File: src/rtl/hazard_detect_id.sv
// ID-stage hazard detection: load-use and branch-operand stalls, EX forwarding controls.
// Optional saturating stall counter enabled by defining HAZARD_PERF_EN.
module hazard_detect_id #(
  parameter int unsigned PERF_W = 16
) (
  input  logic       clk,
  input  logic       rst_n,
  input  logic [4:0] rs_id,
  input  logic [4:0] rt_id,
  input  logic       uses_rt_id,
  input  logic       branch_id,
  input  logic       taken_id,
  input  logic [4:0] towrite_ex,
  input  logic       regwrite_ex,
  input  logic       memread_ex,
  input  logic [4:0] towrite_mem,
  input  logic       regwrite_mem,
  input  logic       memread_mem,
  output logic       pc_we,
  output logic       ifid_we,
  output logic       ifid_flush,
  output logic       idex_bubble,
  output logic       lw_stall_ex,
  output logic       branch_stall_forwarding
`ifdef HAZARD_PERF_EN
  , output logic [PERF_W-1:0] stall_count
`endif
);

  typedef enum logic {IDLE, BR_LW2} state_t;

  state_t     r_state;
  state_t     w_state_nxt;
  logic [1:0] r_lu_sr;
  logic       r_bsf;

  logic w_ex_match, w_mem_match;
  logic w_lu, w_bl, w_ba;
  logic w_stall, w_lu_stall, w_br_stall;

  always_comb begin
    w_ex_match  = (regwrite_ex && (rs_id != '0) && (rs_id == towrite_ex)) ||
                  (regwrite_ex && uses_rt_id && (rt_id != '0) && (rt_id == towrite_ex));
    w_mem_match = (regwrite_mem && (rs_id != '0) && (rs_id == towrite_mem)) ||
                  (regwrite_mem && uses_rt_id && (rt_id != '0) && (rt_id == towrite_mem));
    w_lu = memread_ex && w_ex_match && !branch_id;
    w_bl = branch_id && memread_ex && w_ex_match;
    w_ba = branch_id && ((w_ex_match && !memread_ex) || (w_mem_match && memread_mem));
  end

  always_ff @(posedge clk or negedge rst_n) begin
    if (!rst_n) r_state <= IDLE;
    else        r_state <= w_state_nxt;
  end

  always_comb begin
    w_state_nxt = r_state;
    case (r_state)
      IDLE:    if (w_bl) w_state_nxt = BR_LW2;
      BR_LW2:  w_state_nxt = IDLE;
      default: w_state_nxt = IDLE;
    endcase
  end

  // Held reset forces the pass-through outputs even if inputs present a hazard.
  always_comb begin
    w_lu_stall = 1'b0;
    w_br_stall = 1'b0;
    if (rst_n) begin
      case (r_state)
        IDLE: begin
          if (w_bl || w_ba) w_br_stall = 1'b1;
          else if (w_lu)    w_lu_stall = 1'b1;
        end
        BR_LW2:  w_br_stall = 1'b1;
        default: w_br_stall = 1'b0;
      endcase
    end
    w_stall     = w_lu_stall || w_br_stall;
    pc_we       = !w_stall;
    ifid_we     = !w_stall;
    idex_bubble = w_stall;
    ifid_flush  = rst_n && taken_id && !w_stall;
  end

  always_ff @(posedge clk or negedge rst_n) begin
    if (!rst_n) begin
      r_lu_sr <= '0;
      r_bsf   <= 1'b0;
    end else begin
      r_lu_sr <= {r_lu_sr[0], w_lu_stall};
      r_bsf   <= w_br_stall;
    end
  end

  assign lw_stall_ex             = r_lu_sr[1];
  assign branch_stall_forwarding = r_bsf;

`ifdef HAZARD_PERF_EN
  logic [PERF_W-1:0] r_stall_cnt;

  always_ff @(posedge clk or negedge rst_n) begin
    if (!rst_n)
      r_stall_cnt <= '0;
    else if (w_stall && (r_stall_cnt != '1))
      r_stall_cnt <= r_stall_cnt + PERF_W'(1);
  end

  assign stall_count = r_stall_cnt;
`endif

endmodule
File: config.mk
export PLATFORM = sky130hd
export DESIGN_NAME = hazard_detect_id
export DESIGN_NICKNAME = d
export VERILOG_FILES = /design/src/rtl/hazard_detect_id.sv
export SDC_FILE = /design/constraint.sdc
export NUM_CORES = 1
export LEC_CHECK = 0
export BUFFER_PORTS_ARGS = -buffer_cell sky130_fd_sc_hd__buf_2
export CORE_AREA = 8 8 45 47
export DETAILED_ROUTE_END_ITERATION = 16
export DIE_AREA = 0 0 53 55
export PLACE_DENSITY = 0.74
export SLEW_MARGIN = 20
export SYNTH_ARGS = -nofsm -noshare
export SYNTH_HDL_FRONTEND = slang
export SYNTH_SLANG_ARGS = --single-unit
File: constraint.sdc
create_clock -name clk -period 2.1 [get_ports clk]
set_input_delay 0.315 -clock clk [delete_from_list [all_inputs] [get_ports clk]]
set_output_delay 0.315 -clock clk [all_outputs]
set_load 0.1 [all_outputs]
==> impl_metrics.ini <==
[critical_path]
critPathLaunchType = input port
path_depth = 7
cp_data_required_time_ps = 1780
cp_top_family = simple AND/OR/NAND/NOR gates
slowest_delay_ps = 540
crit_buf_inv = 2
worstReg2RegStart = r_state$_DFF_PN0_
worstPathCellList = buf_6, or4_4, o21ai_4, nand4b_1, a21oi_2, nor4_4, buf_12
cp-end-kind = output port
reg2regPathDepth = 2
crit_type = input port to output port
reg2reg_slack_ps = 1170
cp.arrival_ps = 1870
critPathSlowestCell = or4_4
cp_max_fo = 2
timing.rr.end = r_lu_sr[0]$_DFF_PN0_

[detailed_routing]
routed_via_density = 5.100
drc = 0
routed-via-count = 612
first_pass_iters = 2
drt_first_iter_violations = 9
routed_wl_um = 1732
ant_nets = 0
wl_per_cell_um = 14.43

[placement]
dp_hpwl_um = 1459
gp_congestion = 0.8006
place_area_um2 = 838.3
dpl.cell_count = 113
numPortBuffers = 34

[global_routing]
grt-ovfl-total = 0
grt_start_max_net_pins = 9
grt_pass1_vias = 718
grtUsageMet1 = 0.1435
gr-usage-met2 = 0.2422
grt_pass1_wl_um = 2973
grt_usage = 0.1352
grt.busiest_layer = met2
use_met3 = 0.03476
antenna_found_initial = 0

[clocking]
cts_tree = built
htree_num_levels = 1
path_clk_slew_ps = 40
clock_latency_ps = 230
cts.sinks = 4
clock_path_buffers = 2
numCtsBuffers = 3
cts-root-buf = clkbuf_4

[yosys]
synth_top_area_cell = xnor2_1
synth_edf_count = 0
netlist.area_leader.share = 0.2132
ys_seq_elements = 4
yosys-top-cells-area = xnor2_1 21%, dfrtp_1 20%, xor2_1 14%, nand4_1 3.8%, o21ai_2 3.6%
synth_cell_types = 24
yosys-top-cells-count = 12 x xnor2_1, 8 x xor2_1, 4 x dfrtp_1, 4 x nand2_1, 3 x nand4_1
synth.avg_cell_area_um2 = 8.963
async_flop_share = 1.000
yosys_most_used_dff = dfrtp_1
ys_seq_area_frac = 0.2030
syn_nets = 84
synth.most_common_cell = xnor2_1
synth_area_um2 = 493.0
synth_cells = 55
yosys_warnings = 0

[finish]
final_cells = 120
final_cell_area_um2 = 938.4
num_antenna_cells = 0
drive_gt1_frac = 0.5962
area_growth_pct = 90.36
final_core_util = 0.6781
fin_nets = 135

[sta]
final.setup.tns_ps = -231.3
maxSlewViolCount = 0
fin_skew_ps = 0.6452
fin_crit_ps = 2184
tightest_slew_ps = 489.6
timing.fmax_ghz = 0.4578
slew_headroom = 0.6758
finalWorstSetupSlack_ps = -84.35
rsz0062_at_grt = yes
min_period_over_period = 1.040
hold_ws_ps = 337.5
setup_violations = 4
hold_violations = 0

[die]
start_util = 0.3562
fp.dieArea_um2 = 2915
io_pins = 35
die_y_um = 55
placementRows = 14
die_w_um = 53
core-area_um2 = 1384

[worst_hold_path]
min_from = branch_id
hold_path_class = input port to flip-flop
whs_endpoint = r_lu_sr[0]$_DFF_PN0_
whs_path_depth = 2

[outcome]
failed_checks = setup timing
status = finished, violations left

[pwr]
p_leak_nw = 0.4323
ir_drop_mv = 0.1848
power_density_nw_per_um2 = 350.1

[job]
drv_cap = 0
-- flip-flops by register name, summed over array words and instances (netlist names) --
register and cells:
r_lu_sr 2, branch_stall_forwarding 1, r_state 1
-- cells by family after synthesis --
logic type      after synthesis  share of synthesized area
buf+inv                       2                    0.02284
simple gates                 21                     0.2766
xor+xnor                     20                     0.3553
compound gates                8                     0.1421
flops                         4                     0.2031
-- metrics by stage --
step	total power [mW]	worst slack, ps
2_1_floorplan	0.1496	-508.8
3_3_place_gp	0.2186	-92.52
3_5_place_dp	0.2219	-127.9
4_1_cts	0.3308	-86.38
5_1_grt	0.3528	-139.7
6_report	0.3285	-84.35
-- repair_timing --
action	in CTS	in global routing
setup endpoints to repair	4	4
buffers inserted	0	3
pin swaps	5	3
resized for setup	9	2
hold buffers	1	0
endpoints found under the hold margin	4	0
-- worst max-delay path by stage --
stage                   from    endpoint  slack [ps]
floorplan           rt_id[0]  ifid_flush        -510
global placement    rt_id[0]     ifid_we         -90
detailed placement  rt_id[0]     ifid_we        -130
CTS                 rt_id[0]  ifid_flush         -90
global route        rt_id[0]  ifid_flush        -140
finish              rt_id[0]  ifid_flush         -80
-- metal layers --
| layer | share of wire | wire length (um) |
|---|---|---|
| met1 | 0.42 | 720 |
| met2 | 0.51 | 883 |
| met3 | 0.074 | 128 |
| met4 | 0 | 0 |
| met5 | 0 | 0 |
-- area by class of cell --
| type | instances | area [um2] |
|---|---|---|
| clock buffers | 3 | 22.52 |
| inverters | 1 | 3.754 |
| repair buffers | 47 | 340.3 |
| flip-flops and latches | 4 | 100.1 |
| well taps | 16 | 20.02 |
| multi-input cells | 49 | 451.7 |
| fillers | 115 | 445.4 |
-- layout by cell type (no fill, tap or decap), drive strengths merged --
cell,count
xnor2,12
o221a,1
nand4b,1
and2,1
o211a,1
nor2,2
nor3,1
nor4,3
xor2,8
nand2,4
inv,1
nor2b,1
o221ai,2
or4,3
o22a,1
dlygate4sd3,1
dfrtp,4
nand3,1
clkbuf,3
nor3b,1
buf,46
o21ai,2
a21oi,1
nand4,3
-- report_power, final --
part | internal, mW | switching [mW]
sequential | 0.0781 | 0.000322
combinational | 0.0740 | 0.0795
clock | 0.0640 | 0.0327
total | 0.216 | 0.112
No activity file was read; power rests on OpenSTA's default activity.
